**config.mk**
```make
export PLATFORM = sky130hd
export DESIGN_NAME = dac_burst_ctrl
export DESIGN_NICKNAME = d
export VERILOG_FILES = /design/src/rtl/daq_params_pkg.sv /design/src/rtl/batch_scaler.sv /design/src/rtl/dac_burst_ctrl.sv
export SDC_FILE = /design/constraint.sdc
export NUM_CORES = 1
export LEC_CHECK = 0
export CAP_MARGIN = 30
export CORE_UTILIZATION = 46
export DETAILED_ROUTE_END_ITERATION = 10
export PLACE_DENSITY = 0.81
export SLEW_MARGIN = 15
export SYNTH_ARGS = -nofsm -noshare
export SYNTH_HDL_FRONTEND = slang
export SYNTH_SLANG_ARGS = --single-unit
```
**constraint.sdc**
```tcl
create_clock -name clk -period 3.85 [get_ports clk]
set_input_delay 1.155 -clock clk [delete_from_list [all_inputs] [get_ports clk]]
set_output_delay 1.155 -clock clk [all_outputs]
set_load 0.005 [all_outputs]
```
**src/rtl/daq_params_pkg.sv**
```systemverilog
// Shared DAQ datapath parameters and the DAC burst controller state type.
// Holds sample/batch/counter widths and the maximum shift amount.
package daq_params_pkg;

  localparam int SAMPLE_WIDTH     = 16;
  localparam int BATCH_SIZE       = 16;
  localparam int BS_WIDTH         = 16;
  localparam int MAX_SCALE_FACTOR = 15;

  typedef enum logic [1:0] {
    ST_IDLE  = 2'd0,
    ST_RUN   = 2'd1,
    ST_FLUSH = 2'd2
  } dac_burst_state_t;

endpackage

```
**src/rtl/batch_scaler.sv**
```systemverilog
// Combinational per-lane arithmetic right shift of a packed sample batch.
// Ports: in_batch, shift (0..15) -> out_batch, same width as in_batch.
module batch_scaler #(
  parameter int SAMPLE_WIDTH = daq_params_pkg::SAMPLE_WIDTH,
  parameter int BATCH_SIZE   = daq_params_pkg::BATCH_SIZE
) (
  input  logic [SAMPLE_WIDTH*BATCH_SIZE-1:0] in_batch,
  input  logic [3:0]                         shift,
  output logic [SAMPLE_WIDTH*BATCH_SIZE-1:0] out_batch
);

  for (genvar i = 0; i < BATCH_SIZE; i++) begin : g_lane
    assign out_batch[i*SAMPLE_WIDTH +: SAMPLE_WIDTH] =
      $signed(in_batch[i*SAMPLE_WIDTH +: SAMPLE_WIDTH]) >>> shift;
  end

endmodule

```
**src/rtl/dac_burst_ctrl.sv**
```systemverilog
// DAC burst controller: one registered stage scaling upstream batches
// into the DAC stream for a counted or continuous burst.
// Ports: clk, rst_n, start, halt, burst_size, scale_factor,
//   s_batch/s_valid/s_ready (in), m_batch/m_valid/m_ready (out),
//   busy, done, sent_count; underrun_count when DAC_BURST_UNDERRUN_EN.
// DAC_BURST_UNDERRUN_EN: emit zero batches when upstream runs dry.
module dac_burst_ctrl #(
  parameter int SAMPLE_WIDTH = daq_params_pkg::SAMPLE_WIDTH,
  parameter int BATCH_SIZE   = daq_params_pkg::BATCH_SIZE,
  parameter int BS_WIDTH     = daq_params_pkg::BS_WIDTH
) (
  input  logic                               clk,
  input  logic                               rst_n,
  input  logic                               start,
  input  logic                               halt,
  input  logic [BS_WIDTH-1:0]                burst_size,
  input  logic [3:0]                         scale_factor,
  input  logic [SAMPLE_WIDTH*BATCH_SIZE-1:0] s_batch,
  input  logic                               s_valid,
  output logic                               s_ready,
  output logic [SAMPLE_WIDTH*BATCH_SIZE-1:0] m_batch,
  output logic                               m_valid,
  input  logic                               m_ready,
  output logic                               busy,
  output logic                               done,
  output logic [BS_WIDTH-1:0]                sent_count
`ifdef DAC_BURST_UNDERRUN_EN
  ,
  output logic [BS_WIDTH-1:0]                underrun_count
`endif
);

  import daq_params_pkg::*;

  localparam int W = SAMPLE_WIDTH * BATCH_SIZE;

  dac_burst_state_t  state_q, state_d;
  logic [BS_WIDTH-1:0] size_q, size_d;
  logic [3:0]        scale_q, scale_d;
  logic [BS_WIDTH-1:0] issued_q, issued_d;
  logic [BS_WIDTH-1:0] sent_q, sent_d;
  logic              m_valid_q, m_valid_d;
  logic [W-1:0]      m_batch_q, m_batch_d;
  logic              done_q, done_d;
`ifdef DAC_BURST_UNDERRUN_EN
  logic [BS_WIDTH-1:0] under_q, under_d;
`endif

  logic         run;
  logic         slot_free;
  logic         room;
  logic         s_fire;
  logic         m_fire;
  logic         u_fire;
  logic [W-1:0] scaled;

  batch_scaler #(
    .SAMPLE_WIDTH (SAMPLE_WIDTH),
    .BATCH_SIZE   (BATCH_SIZE)
  ) u_scaler (
    .in_batch  (s_batch),
    .shift     (scale_q),
    .out_batch (scaled)
  );

  assign run       = (state_q == ST_RUN);
  assign slot_free = !m_valid_q || m_ready;
  // issued counts batches loaded into the slot, so a counted
  // burst never over-fetches even while the output stalls
  assign room      = (size_q == '0) || (issued_q < size_q);
  assign s_ready   = run && slot_free && room;
  assign s_fire    = s_valid && s_ready;
  assign m_fire    = m_valid_q && m_ready;
`ifdef DAC_BURST_UNDERRUN_EN
  assign u_fire    = run && slot_free && room && !s_valid;
`else
  assign u_fire    = 1'b0;
`endif

  always_comb begin
    state_d   = state_q;
    size_d    = size_q;
    scale_d   = scale_q;
    issued_d  = issued_q;
    sent_d    = sent_q;
    m_valid_d = m_valid_q;
    m_batch_d = m_batch_q;
    done_d    = 1'b0;
`ifdef DAC_BURST_UNDERRUN_EN
    under_d   = under_q;
`endif
    if (m_fire) begin
      m_valid_d = 1'b0;
      if (sent_q != '1) sent_d = sent_q + 1'b1;
    end
    if (s_fire || u_fire) begin
      m_valid_d = 1'b1;
      m_batch_d = s_fire ? scaled : '0;
      if (issued_q != '1) issued_d = issued_q + 1'b1;
    end
`ifdef DAC_BURST_UNDERRUN_EN
    if (u_fire && under_q != '1) under_d = under_q + 1'b1;
`endif
    unique case (state_q)
      ST_IDLE: begin
        if (start && !halt) begin
          state_d  = ST_RUN;
          size_d   = burst_size;
          scale_d  = scale_factor;
          issued_d = '0;
          sent_d   = '0;
`ifdef DAC_BURST_UNDERRUN_EN
          under_d  = '0;
`endif
        end
      end
      ST_RUN: begin
        if (size_q != '0 && sent_d == size_q) begin
          state_d = ST_IDLE;
          done_d  = 1'b1;
        end else if (halt) begin
          state_d = ST_FLUSH;
        end
      end
      ST_FLUSH: begin
        if (!m_valid_d) begin
          state_d = ST_IDLE;
          done_d  = 1'b1;
        end
      end
      default: state_d = ST_IDLE;
    endcase
  end

  always_ff @(posedge clk or negedge rst_n) begin
    if (!rst_n) begin
      state_q   <= ST_IDLE;
      size_q    <= '0;
      scale_q   <= '0;
      issued_q  <= '0;
      sent_q    <= '0;
      m_valid_q <= 1'b0;
      m_batch_q <= '0;
      done_q    <= 1'b0;
`ifdef DAC_BURST_UNDERRUN_EN
      under_q   <= '0;
`endif
    end else begin
      state_q   <= state_d;
      size_q    <= size_d;
      scale_q   <= scale_d;
      issued_q  <= issued_d;
      sent_q    <= sent_d;
      m_valid_q <= m_valid_d;
      m_batch_q <= m_batch_d;
      done_q    <= done_d;
`ifdef DAC_BURST_UNDERRUN_EN
      under_q   <= under_d;
`endif
    end
  end

  assign m_valid    = m_valid_q;
  assign m_batch    = m_batch_q;
  assign busy       = (state_q != ST_IDLE);
  assign done       = done_q;
  assign sent_count = sent_q;
`ifdef DAC_BURST_UNDERRUN_EN
  assign underrun_count = under_q;
`endif

endmodule

```
### After elaboration in Yosys (flattened, before gate mapping)

Cells that the tools add are included.
W data, S select, Z words.

| storage, ports and cells | value |
|---|---|
| register bits | 312 |
| input port bits | 282 |
| output and inout port bits | 276 |
| logic and storage cells | 69 |

| operators by class | value |
|---|---|
| add/sub/neg operators | 2 |
| $lt $le $gt $ge | 1 |
| equality and inequality tests | 8 |
| shift operators | 16 |
| muxes and demuxes | 18 |
| reduce and logical (&&, ||, !) cells | 16 |

Operators with widths:

| kind | number |
|---|---|
| $sshr A16 B4 Y16 | 16 |
| $mux W16 | 8 |
| $add A16 B1 Y16 const B | 2 |
| $ne A16 B16 Y1 const B | 2 |
| $eq A16 B16 Y1 | 1 |
| $logic_not A16 Y1 | 1 |
| $lt A16 B16 Y1 | 1 |
| $reduce_bool A16 Y1 | 1 |
| $mux W2 | 4 |
| $logic_and A1 B1 Y1 | 6 |
| $pmux W2 S3 | 1 |
| $mux W1 | 4 |
| $ne A2 B2 Y1 const B | 2 |
| $ne A3 B2 Y1 const B | 1 |
| $reduce_and A3 Y1 | 1 |
| $eq A2 B1 Y1 const B | 1 |
| $eq A2 B2 Y1 const B | 1 |
| $logic_not A1 Y1 | 2 |
| $logic_not A2 Y1 | 1 |
| $logic_or A1 B1 Y1 | 2 |
| $pmux W1 S2 | 1 |
| $reduce_and A2 Y1 | 1 |
| $reduce_bool A2 Y1 | 1 |

### Depth between registers and ports, before layout

| logic depth | value |
|---|---|
| depth after elaboration | 8 |
| depth in mapped cells | 12 |
| mapped depth without buffers | 10 |

### Hierarchy

From an unflattened synthesis, not the netlist that was laid out.

| unflattened totals | value |
|---|---|
| cells, all modules | 2,501 |
| area, all modules | 24,367.1 um^2 |

Modules (own cells, without submodules):

| module | times used | cells an instance | area an instance (um^2) | sequential area each (um^2) |
|---|---|---|---|---|
| dac_burst_ctrl | 1 | 955 | 13,073.8 | 7,807.5 |
| batch_scaler | 1 | 1,546 | 11,293.3 | 0.0 |

### Worst setup path after synthesis

OpenSTA, ideal clock, no wires.

| path | value |
|---|---|
| path type | input-to-reg |
| from | input port m_ready |
| to | register state_q[0] |
| data arrival time | 3.478 ns |
| required time | 3.781 ns |
| path slack | 0.303 ns |
| stages | 9 |
| cell sequence | clkbuf_1 nand4_1 or4_1 or3_1 nand3_1 nand4b_1 or4_1 o32a_1 nand3_1 |

| on the way | value |
|---|---|
| word-level cells in the longest chain between the ends | 7 |

RTL lines:

| element | RTL line | text |
|---|---|---|
| start, declared | dac_burst_ctrl.sv:23 | `input logic m_ready,` |
| parallel branches: the longest is 7 deep, another holds $mux W16 | - |  |
| end signal, assigned | dac_burst_ctrl.sv:149 | `state_q <= state_d;` |
| end, declared | dac_burst_ctrl.sv:37 | `dac_burst_state_t state_q, state_d;` |

Parallel ways; which one is timed is not known.
A chain may end at the register's enable or synchronous reset.

### Final worst setup path

| path | value |
|---|---|
| from | input port m_ready |
| to | register done_q (netlist: done) |

| on the way | value |
|---|---|
| word-level cells in the longest chain between the ends | 7 |

RTL lines:

| element | RTL line | text |
|---|---|---|
| parallel branches: the longest is 6 deep, another holds $mux W16 | - |  |
| $pmux W1 S2 * | dac_burst_ctrl.sv:104 | `unique case (state_q)` |
| named net done_d | dac_burst_ctrl.sv:44 | `logic done_q, done_d;` |
| end signal, assigned | dac_burst_ctrl.sv:156 | `done_q <= done_d;` |
| end, declared | dac_burst_ctrl.sv:44 |  |

Mark *: on every way through the listed nets, which the timed path passes.

==> flow_metrics.py <==
metrics = {
    "floorplanning": {
        "die_width_um": 223,
        "die_area_mm2": 0.0498,
        "start_util_pct": 46.9,
        "io_pins": 558,
        "rows": 80,
        "die_y_um": 223,
        "core_area_mm2": 0.0480,
    },
    "hold_path": {
        "hold_path_class": "flip-flop to flip-flop",
        "min_from": "m_batch[36]",
    },
    "power_and_ir_drop": {
        "switchingPower_uw": 11000,
        "seq_power_share_pct": 23.6,
        "ir_drop_mv": 0.550,
        "clockPowerShare_pct": 15.2,
        "power_leakage_uw": 0.0130,
        "power_density_mw_per_mm2": 824,
        "power.internal_uw": 13900,
        "swShare_pct": 44.1,
        "combPwrFrac_pct": 61.1,
    },
    "synthesis": {
        "synth_top_family_by_area": "compound AO/OA/AOI/OAI gates",
        "synth-simple-area-share_pct": 17.6,
        "synth_seq_cells": 312,
        "synth_edf_count": 0,
        "avgSynthCellArea_um2": 8.20,
        "ys.flop_type": "dfrtp_1",
        "synthCells": 2747,
        "ys_seq_area_share_pct": 34.7,
        "synth_fa_ha_area_share_pct": 1.11,
        "ys_types": 68,
        "syn-num-nets": 3049,
        "synth-compound-area-share_pct": 21.1,
        "synth_xor_area_share_pct": 0.917,
        "synthArstFlopShare_pct": 100,
        "synthMuxAreaShare_pct": 19.8,
        "yosysWarningCount": 0,
        "syn_area_mm2": 0.0225,
    },
    "grt": {
        "grt_pass1_wl_um": 137000,
        "grt_util_all_layers_pct": 35.4,
        "grt_pass1_vias": 22900,
        "grt_start_max_net_pins": 176,
        "grt_antenna_before_repair": 17,
        "grt-ovfl-total": 0,
    },
    "setup_path": {
        "cpMostUsedCell": "or4_1",
        "cp-end-kind": "flip-flop",
        "crit_required_ns": 4.34,
        "crit_type": "input port to flip-flop",
        "critPathLaunch": "m_ready",
        "crit_buf_inv": 2,
        "arrival_ns": 4.06,
        "path_delay_family": "simple AND/OR/NAND/NOR gates",
        "r2r-start": "sent_count[0]",
        "cp_slowest_cell": "or4_1",
        "path_cells": "clkdlybuf4s50_1, nand4_1, or4_1, or3_1, nand3_1, nand4b_1, or4_1, buf_4, nor3_1, o21a_1",
        "start_kind": "input port",
        "worstPathMaxFanout": 3,
        "cpPeakStageDelay_ns": 0.61,
    },
    "layout": {
        "nets": 3494,
        "fin_area_mm2": 0.0303,
        "final_cell_mix": "clkdlybuf4s50_1 (555), nand2_1 (548), o21ai_0 (421), dfrtp_1 (303), mux2i_1 (241)",
        "areaGrowthSynthToFinish_pct": 34.6,
        "layout_commonest_cell": "clkdlybuf4s50_1",
        "layout-drive-gt1-share_pct": 10.5,
    },
    "sta": {
        "drv_slew": 0,
        "max_slew_margin_pct": 38.6,
        "hold_viol": 0,
        "setup_viol": 0,
        "max_freq_mhz": 280,
        "period_needed_ns": 3.57,
        "setup_slack_ns": 0.282,
        "tightest_slew_ns": 0.916,
        "rsz0062_at_grt": "false",
        "tns_ns": 0,
        "fin_skew_ns": 0.0183,
        "post-route-period-util_pct": 92.7,
    },
    "drt": {
        "post-route-drc-count": 0,
        "wl_um": 89500,
        "drt_iter0_drc": 2514,
        "firstDrtPassIters": 9,
        "vias_per_cell": 6.12,
        "ant_nets": 0,
        "vias": 23600,
        "wl_per_cell_um": 23.3,
    },
    "cts": {
        "cts_root_buffer": "clkbuf_16",
        "clock_path_buffers": 3,
        "cts_tree": "done",
        "clkSinkCount": 312,
        "cts.htree.levels": 2,
        "clk_pin_slew_ns": 0.06,
        "numCtsBuffers": 38,
        "clock_latency_ns": 0.57,
    },
    "placement": {
        "postPlaceCellArea_mm2": 0.0289,
        "place_ws_ns": -0.243,
        "port_buffers": 557,
        "place_congestion": 1.02,
        "detailed_place_hpwl_um": 66600,
    },
    "flow_run": {
        "cap_violations": 0,
    },
    "status": {
        "run_status": "completed",
    },
}
-- cell type report --
type                       count  area [µm²]
antenna                       14        35.0
inverter                      31         126
clock buffer                  50        1040
sequential                   312        7830
fill                        4030       17700
clock inverter                19         251
timing repair buffer         654        6580
multi-input combinational   2155       13700
tap                          615         769
-- power by group through the flow --
stage	clock network [µW]	logic, µW	registers [µW]
finish	3810	15300	5900
global route	3960	16500	6030
CTS	3840	15100	5880
detailed placement	0	14900	5930
global placement	0	14600	5910
floorplan	0	8890	5570
-- synthesized netlist by cell type (9+ instances only) --
| cell | instances | area (µm²) |
|---|---|---|
| and4_1 | 9 | 78.8 |
| dfrtp_1 | 312 | 7810 |
| nand2b_1 | 20 | 125 |
| a21o_1 | 36 | 270 |
| nor3_1 | 14 | 70.1 |
| o21a_1 | 15 | 113 |
| nor2_1 | 159 | 597 |
| a21bo_2 | 14 | 140 |
| nor2b_1 | 35 | 219 |
| nor4_1 | 16 | 100 |
| nand3_1 | 40 | 200 |
| a21oi_1 | 211 | 1060 |
| nand4_1 | 10 | 62.6 |
| mux4_2 | 49 | 1100 |
| and3_1 | 18 | 113 |
| mux2i_1 | 241 | 2410 |
| xnor2_1 | 13 | 114 |
| o21ai_0 | 423 | 2120 |
| mux2_2 | 84 | 946 |
| buf_1 | 48 | 180 |
| a211oi_1 | 76 | 571 |
| clkbuf_1 | 191 | 717 |
| nand2_1 | 548 | 2060 |
| a311oi_1 | 15 | 131 |
| ha_1 | 20 | 250 |
| inv_1 | 30 | 113 |
-- final timing paths --
check	endpoint	slack, ns	cells past startpoint
worst max-delay path	done	0.28	10
worst min-delay path	m_batch[36]	0.48	1
worst max register to register	state_q[0]	0.42	10
worst min register to register	m_batch[36]	0.48	1
max in group asynchronous	size_q[9]	2.30	2
min in group asynchronous	m_batch[179]	0.59	1
-- through the flow --
stage / power (µW) / utilization (%) / std cells / hold WS, ns
global placement: 20500 / 60.2 / 3761 / 0.458
global route: 26500 / 63.1 / 3849 / 0.490
CTS: 24800 / 62.9 / 3835 / 0.477
detailed placement: 20800 / 60.2 / 3761 / 0.462
floorplan: 14500 / - / 2747 / 0.470
finish: 25000 / 63.1 / 3850 / 0.476
-- layer usage --
metal	track usage [%]	vias to the layer above	wire, µm
met1	43.5	11300	34000
li1	-	10700	-
met2	57.5	1290	42000
met4	21.2	4	5630
met5	0	-	27
met3	7.32	279	7880
-- kinds of logic after synthesis --
group | count (synthesis)
compound gates | 830
xor+xnor | 22
fa+ha+maj | 20
buf+inv | 280
flops | 312
mux | 374
simple gates | 909
-- registers in the layout, summed over array words and instances, names as in the netlist --
signal and count:
size_q 16, done 1, scale_q 4, state_q 2
sent_count 16, issued_q 16, m_batch 256, m_valid 1
-- repair_timing --
item	4_1_cts	5_1_grt
setup endpoints to repair	1	1
gates resized for setup	8	5
hold buffers	0	0
setup buffers	5	0
pin swaps	0	2
Power figures use the tool's default switching activity.
